**config.mk**
```make
export PLATFORM = sky130hd
export DESIGN_NAME = reg_read_scoreboard
export DESIGN_NICKNAME = d
export VERILOG_FILES = /design/src/rtl/reg_read_scoreboard.sv
export SDC_FILE = /design/constraint.sdc
export NUM_CORES = 2
export LEC_CHECK = 0
export ABC_AREA = 1
export CORE_UTILIZATION = 40
export DETAILED_ROUTE_END_ITERATION = 10
export PLACE_DENSITY = 0.54
export REMOVE_ABC_BUFFERS = 1
export SLEW_MARGIN = 10
export SYNTH_ARGS = -nofsm -noshare
export SYNTH_HDL_FRONTEND = slang
export SYNTH_SLANG_ARGS = --single-unit
```
**constraint.sdc**
```tcl
create_clock -name clock -period 55.4 [get_ports clock]
set_input_delay 11.08 -clock clock [delete_from_list [all_inputs] [get_ports clock]]
set_output_delay 11.08 -clock clock [all_outputs]
set_load 0.005 [all_outputs]
```
**src/rtl/reg_read_scoreboard.sv**
```systemverilog
// Register file with a pending-write scoreboard; issue_ready stalls a read until its sources are clean.
// Operands appear one cycle after fire; a same-cycle write-back can optionally be forwarded to the read.
module reg_read_scoreboard #(
  parameter bit BYPASS = 1'b1
) (
  input  logic        clock,
  input  logic        reset,
  input  logic        issue_valid,
  output logic        issue_ready,
  input  logic [4:0]  rs_addr,
  input  logic [4:0]  rt_addr,
  input  logic        dest_en,
  input  logic [4:0]  dest_addr,
  input  logic        wb_en,
  input  logic [4:0]  wb_addr,
  input  logic [31:0] wb_data,
  input  logic        flush,
  output logic        out_valid,
  output logic [31:0] rs_data,
  output logic [31:0] rt_data,
  output logic [5:0]  pending_count
);

  logic [31:0] regs_q [32];
  logic [31:0] pending_q, pending_d;
  logic        out_valid_q, out_valid_d;
  logic [31:0] rs_data_q, rs_data_d;
  logic [31:0] rt_data_q, rt_data_d;
  logic [5:0]  count_q, count_d;

  logic        wr_en;
  logic        rs_fwd, rt_fwd;
  logic        rs_haz, rt_haz;
  logic [31:0] rs_val, rt_val;
  logic        fire;

  assign wr_en = wb_en && (wb_addr != 5'd0);

  // Forwarding never applies to r0: it reads 0 whatever is being written back.
  assign rs_fwd = BYPASS && wr_en && (wb_addr == rs_addr);
  assign rt_fwd = BYPASS && wr_en && (wb_addr == rt_addr);

  assign rs_haz = (rs_addr != 5'd0) && pending_q[rs_addr] && !rs_fwd;
  assign rt_haz = (rt_addr != 5'd0) && pending_q[rt_addr] && !rt_fwd;

  assign issue_ready = !rs_haz && !rt_haz;
  assign fire        = issue_valid && issue_ready && !flush;

  always_comb begin
    rs_val = regs_q[rs_addr];
    rt_val = regs_q[rt_addr];
    if (rs_fwd) rs_val = wb_data;
    if (rt_fwd) rt_val = wb_data;
    if (rs_addr == 5'd0) rs_val = '0;
    if (rt_addr == 5'd0) rt_val = '0;
  end

  always_comb begin
    pending_d   = pending_q;
    out_valid_d = fire;
    rs_data_d   = rs_data_q;
    rt_data_d   = rt_data_q;
    count_d     = '0;
    if (fire) begin
      rs_data_d = rs_val;
      rt_data_d = rt_val;
    end
    if (flush) begin
      pending_d = '0;
    end else begin
      // Clear before set so an issue claiming the register being retired keeps it pending.
      if (wr_en) pending_d[wb_addr] = 1'b0;
      if (fire && dest_en && (dest_addr != 5'd0)) pending_d[dest_addr] = 1'b1;
    end
    for (int i = 1; i < 32; i++) begin
      count_d = count_d + {5'd0, pending_d[i]};
    end
  end

  always_ff @(posedge clock or posedge reset) begin
    if (reset) begin
      for (int i = 0; i < 32; i++) regs_q[i] <= '0;
      pending_q   <= '0;
      out_valid_q <= 1'b0;
      rs_data_q   <= '0;
      rt_data_q   <= '0;
      count_q     <= '0;
    end else begin
      if (wr_en) regs_q[wb_addr] <= wb_data;
      pending_q   <= pending_d;
      out_valid_q <= out_valid_d;
      rs_data_q   <= rs_data_d;
      rt_data_q   <= rt_data_d;
      count_q     <= count_d;
    end
  end

  assign out_valid     = out_valid_q;
  assign rs_data       = rs_data_q;
  assign rt_data       = rt_data_q;
  assign pending_count = count_q;

endmodule

```
Word-level counts from Yosys, hierarchy flattened
Index checks and enable logic that the tools add are counted.
{"block": "word_totals", "reg_bits": 1127, "mem_count": 0, "in_bits": 58, "latchBits": 0, "ramBits": 0, "output_inout_bits": 72, "romBits": 0}
{"block": "classes", "multipliers": 0, "magnitude_cmp": 10, "n_reduce_logical": 26, "mux": 25, "n_eq_ne": 2, "addsub": 30, "shifts": 0, "n_div": 0, "n_bitwise": 6}
{"operator": "$bwmux 1024", "count": 1}
{"operator": "$mux 32", "count": 13}
{"operator": "$bmux 32 s5", "count": 2}
{"operator": "$demux 32 s5", "count": 1}
{"operator": "$add 6x1->6", "count": 25}
{"operator": "$and 32x32->32", "count": 1}
{"operator": "$not 32->32", "count": 1}
{"operator": "$or 32x32->32", "count": 1}
{"operator": "$lt 5x6->1 const B", "count": 4}
{"operator": "$reduce_bool 5->1", "count": 4}
{"operator": "$ge 6x6->1 const B", "count": 3}
{"operator": "$not 5->6", "count": 3}
{"operator": "$logic_and 1x1->1", "count": 15}
{"operator": "$bmux 1 s5", "count": 2}
{"operator": "$demux 1 s5", "count": 2}
{"operator": "$eq 5x5->1", "count": 2}
{"operator": "$ge 5x1->1 const B", "count": 2}
{"operator": "$logic_not 5->1", "count": 2}
{"operator": "$add 5x1->6", "count": 1}
{"operator": "$lt 6x1->1 const B", "count": 1}
{"operator": "$add 4x1->5", "count": 1}
{"operator": "$logic_not 1->1", "count": 5}
{"operator": "$add 3x1->4", "count": 1}
{"operator": "$mux 1", "count": 4}
{"operator": "other kinds (2)", "count": 2}

Logic depth before layout (Yosys ltp)
{"block": "logic_depth", "depth_word": 43, "depth_mapped": 32}

Worst setup path before layout
Ideal clock, no wire load.
{"block": "synth_timing", "path_type": "input to output", "from": "in wb_addr[4]", "to": "out issue_ready", "path_buffers": 1, "arrival_time_ns": 12.167, "setup_slack_ns": 32.153, "t_required_ns": 44.320, "stages": 9, "path_cell_list": "buf_2 > nor2_1 > nand3_1 > nand2_1 > nor2_1 > a21oi_2 > nand3_1 > nand2_1 > inv_1"}
{"block": "synth_via", "elab_chain_cells": 7, "elab_cells_between_ends": 13, "classes_between": "2 x eq/ne; 11 x reduce/logical"}
{"element": "start: declaration", "line": "15", "text": "input logic [4:0] wb_addr,"}
{"element": "$reduce_bool 5->1", "line": "37", "text": "assign wr_en = wb_en && (wb_addr != 5'd0);"}
{"element": "$logic_and 1x1->1", "line": "37"}
{"element": "$logic_and 1x1->1 (on tied branches)", "line": "40, 41"}
{"element": "$logic_not 1->1 (on tied branches)", "line": "43, 44"}
{"element": "$logic_and 1x1->1 (on tied branches)", "line": "43, 44"}
{"element": "$logic_not 1->1", "line": "46", "text": "assign issue_ready = !rs_haz && !rt_haz;"}
{"element": "$logic_and 1x1->1 (*)", "line": "46"}
{"element": "end: declaration", "line": "9", "text": "output logic issue_ready,"}
Mark *: on every way between the ends. The rest lies on a longest branch, timed or not.

Worst setup path after layout
{"block": "layout_timing", "from": "in rs_addr[4]", "to": "out issue_ready"}
{"block": "layout_via", "elab_chain_cells": 6, "elab_cells_between_ends": 10, "classes_between": "1 x eq/ne; 2 x mux; 7 x reduce/logical"}
{"element": "start: declaration", "line": "10", "text": "input logic [4:0] rs_addr,"}
{"element": "$bmux 1 s5 or $eq 5x5->1 (tied branches)", "line": "43, 40"}
{"element": "$mux 1 (not written as such) or $logic_and 1x1->1 (tied branches)", "line": "43, 40"}
{"element": "$logic_and 1x1->1 or $logic_not 1->1 (tied branches)", "line": "43", "text": "assign rs_haz = (rs_addr != 5'd0) && pending_q[rs_addr] && !rs_fwd;"}
{"element": "$logic_and 1x1->1 (*)", "line": "43"}
{"element": "$logic_not 1->1 (*)", "line": "46"}
{"element": "$logic_and 1x1->1 (*)", "line": "46"}
Mark *: on every way between the ends. The rest lies on a longest branch, timed or not. The select of a mux whose other input is x is not followed.

==> run_results.csv <==
group,metric,value,unit
min_path,hp-class,"flip-flop to flip-flop",
timing,finalWorstSetupSlack,29.62,ns
timing,worst_pin_slew,1.296,ns
global_route,antenna_found_initial,5,
synth,synthXorXnorAreaFrac,0.1412,%
clock_tree,hold_buffers,0,
synth,synth-seq-cells,1127,
global_route,grt_max_degree,213,
global_route,grt_pass1_wl,366.0,mm
clock_tree,tritoncts,"done",
critical_path,worstSetupStartpointType,"input port",
layout,fill_cells,15600,
layout,multiInputGateArea,0.02808,sq mm
detailed_routing,dr.first_iter.drc_count,7405,
clock_tree,cts-root-buf,"clkbuf_16",
floorplanning,ios,130,
critical_path,path_cells,"buf_4, inv_2, nand2_1, nor4_2, a21oi_4, buf_4, nand3_1, nand2_1, inv_1, clkdlybuf4s50_1",
detailed_routing,drc,0,
layout,finalNetCount,8025,
synth,synthMuxAreaShare,0,%
synth,synthCells,8370,
detailed_routing,wl_per_cell,24.23,um
detailed_routing,viasPerCell,5.845,
timing,skew,0.02959,ns
synth,synth_top_family_by_area,"compound AO/OA/AOI/OAI gates",
clock_tree,numCtsBuffers,134,
layout,register_area,0.02820,sq mm
power_and_ir_drop,ir_drop,0.03268,mV
critical_path,crit_slowest_cell,"buf_4",
synth,synth-simple-area-share,19.87,%
clock_tree,cts.clk_slew.worst_paths,0.06,ns
power_and_ir_drop,powerDensity,36.32,mW/mm^2
placement,port_buffers,129,
detailed_routing,dr_total_vias,58880,
timing,min_period,25.78,ns
timing,timing.final.crit_share,46.54,%
critical_path,crit_type,"input port to primary output",
layout,area_delta_synth_final,9.743,%
layout,drive_gt1_share,4.734,%
critical_path,worstPathRequired,44.32,ns
floorplanning,start_util,40.26,%
timing,final-max-slew-violation-count,0,
synth,yosysWarnings,0,
placement,dp_hpwl,133.1,mm
global_route,grtUsageTotal,30.88,%
global_route,first_global_vias,55710,
placement,pre_cts_slack,29.81,ns
critical_path,end_kind,"primary output",
clock_tree,ctsResizeCount,0,
critical_path,max_stage_delay,0.74,ns
synth,synthAdderAreaFrac,0.8837,%
detailed_routing,wl,244.1,mm
detailed_routing,ant_nets,0,
critical_path,critical_path.max_fanout,36,
timing,setup_viol,0,
timing,hold_ws,0.3912,ns
synth,syn_area,0.06201,sq mm
floorplanning,dieArea,0.1566,sq mm
global_route,grt_remaining_overflow,0,
timing,hold_viol,0,
run,drv_cap,0,
floorplanning,rows,144,
timing,fin_setup_tns,0,ns
placement,finalWeightedCongestion,0.8850,
clock_tree,cts_buffer_depth,3,
power_and_ir_drop,p_leak,29.99,nW
synth,ys_types,30,
synth,synth_area_per_cell,7.409,sq um
timing,rsz0062_at_grt,"false",
synth,ys_seq_area_share,45.48,%
critical_path,arrival,14.70,ns
timing,relSlewSlack,13.58,%
floorplanning,coreArea,0.1540,sq mm
timing,fmax,0.03878,GHz
clock_tree,clock_latency,0.78,ns
floorplanning,die_h,395.7,um
clock_tree,numClockSinks,1127,
clock_tree,h-tree-depth,4,
detailed_routing,dr.pass1.iters,9,
floorplanning,die_x,395.7,um
run_status,status,"finished, final reports clean",
clock_tree,post-cts-setup-buffers,0,
critical_path,path_delay_family,"buffers and inverters",
critical_path,cp.buffers_inverters,5,
synth,synth-compound-area-share,24.10,%
[worst paths after layout]
check	from	endpoint	slack, ns	depth (start not counted)
setup reg to reg	pending_q[4]	pending_count[4]	47.72	25
hold / removal	regs_q[1003]	regs_q[1003]	0.39	0
hold reg to reg	regs_q[1003]	regs_q[1003]	0.39	0
setup / recovery	rs_addr[4]	issue_ready	29.62	10
min in group asynchronous	reset	rs_data[16]	10.81	2
max in group asynchronous	reset	rt_data[22]	41.50	5
[worst reg2reg max path: stages (launching register included)]
cell,delay [ns]
dfrtp_1,0.43
inv_1,0.18
nand2_1,0.08
nand3_1,0.10
nand3_1,0.11
a21boi_0,0.19
nor2_1,0.08
nand3_1,0.10
nand2_1,0.16
nor2_4,0.82
buf_4,0.70
nand3_1,0.20
nand3_1,0.15
fa_1,0.49
fa_1,0.55
fa_1,0.44
fa_1,0.49
fa_1,0.49
inv_1,0.05
fa_1,0.45
fa_1,0.43
fa_1,0.47
a21oi_1,0.17
nor2_1,0.05
nor2_1,0.11
xnor2_1,0.13
[synth_stat cells (all sizes together)]
library cell     n  share of area [%]
a21oi          714                5.8
nor2           232                1.4
xnor2            4              0.056
nor3             7              0.056
o21a             7              0.085
o21ai         1677                 14
nor4             1              0.020
clkinv           4              0.024
nand2         1622                9.8
fa              23               0.74
nand3         1055                8.5
xor2             6              0.085
o211ai         385                4.7
ha               7               0.14
o22ai            3              0.030
clkbuf         517                3.1
or2              1              0.010
inv            664                4.0
dfrtp         1127                 45
buf            309                2.4
nand4            3              0.030
a31oi            1              0.010
a21boi           1              0.012
[kinds of logic after synthesis]
kind of cell               count (synthesis)
AOI/OAI and AO/OA                       2788
xor gates and xnor gates                  10
buffers and inverters                   1494
DFF                                     1127
and+or+nand+nor                         2921
adders and majority gates                 30
[layout make-up]
| type | instances | area share (%) |
|---|---|---|
| Timing Repair Buffer | 257 | 3.442 |
| Multi-Input combinational cell | 5749 | 41.26 |
| Clock inverter | 21 | 0.4100 |
| Inverter | 668 | 3.767 |
| Clock buffer | 205 | 5.914 |
| Sequential cell | 1127 | 41.44 |
| Tap cell | 2044 | 3.758 |
| Antenna cell | 2 | 0.007354 |
[sequential cells by signal, indices dropped and copies added (netlist names)]
register,cells
rs_data,32
pending_q,32
out_valid,1
pending_count,6
rt_data,32
regs_q,1024
[routing by layer]
metal	GRT usage (%)	part of all wire (%)	up-vias
met1	42.53	43	28330
met2	48.49	45	2724
met5	0	0	-
met4	11.86	4.1	0
met3	5.137	8.2	507
li1	-	-	27310
[cell usage in the layout (no fill, tap or decap), types with 8 or more instances in the layout]
| cell | count |
|---|---|
| o21ai_0 | 1673 |
| nand2_1 | 1615 |
| dfrtp_1 | 1127 |
| nand3_1 | 1054 |
| a21oi_1 | 713 |
| inv_1 | 642 |
| o211ai_1 | 385 |
| nor2_1 | 216 |
| clkbuf_16 | 138 |
| buf_4 | 125 |
| clkdlybuf4s50_1 | 119 |
| clkbuf_1 | 35 |
| clkbuf_8 | 32 |
| fa_1 | 23 |
| clkinv_2 | 19 |
| nor2_4 | 16 |
| inv_6 | 8 |
[where the power goes]
group | total (mW) | switching [mW] | internal [mW]
Combinational | 0.503 | 0.319 | 0.184
Sequential | 1.08 | 0.0848 | 0.994
Clock | 0.890 | 0.365 | 0.525
Total | 2.47 | 0.769 | 1.70
[per-stage QoR]
| step | std cells | power, mW | cell area, sq um | util (%) |
|---|---|---|---|---|
| global route | 10070 | 2.609 | 68050 | 44.18 |
| floorplan | 7544 | 1.390 | 58610 | - |
| finish | 10070 | 2.472 | 68060 | 44.18 |
| detailed placement | 9844 | 1.589 | 63720 | 41.36 |
| global placement | 9844 | 1.575 | 63720 | 41.36 |
| CTS | 10070 | 2.483 | 68020 | 44.16 |
No activity file was read; power rests on OpenSTA's default activity.
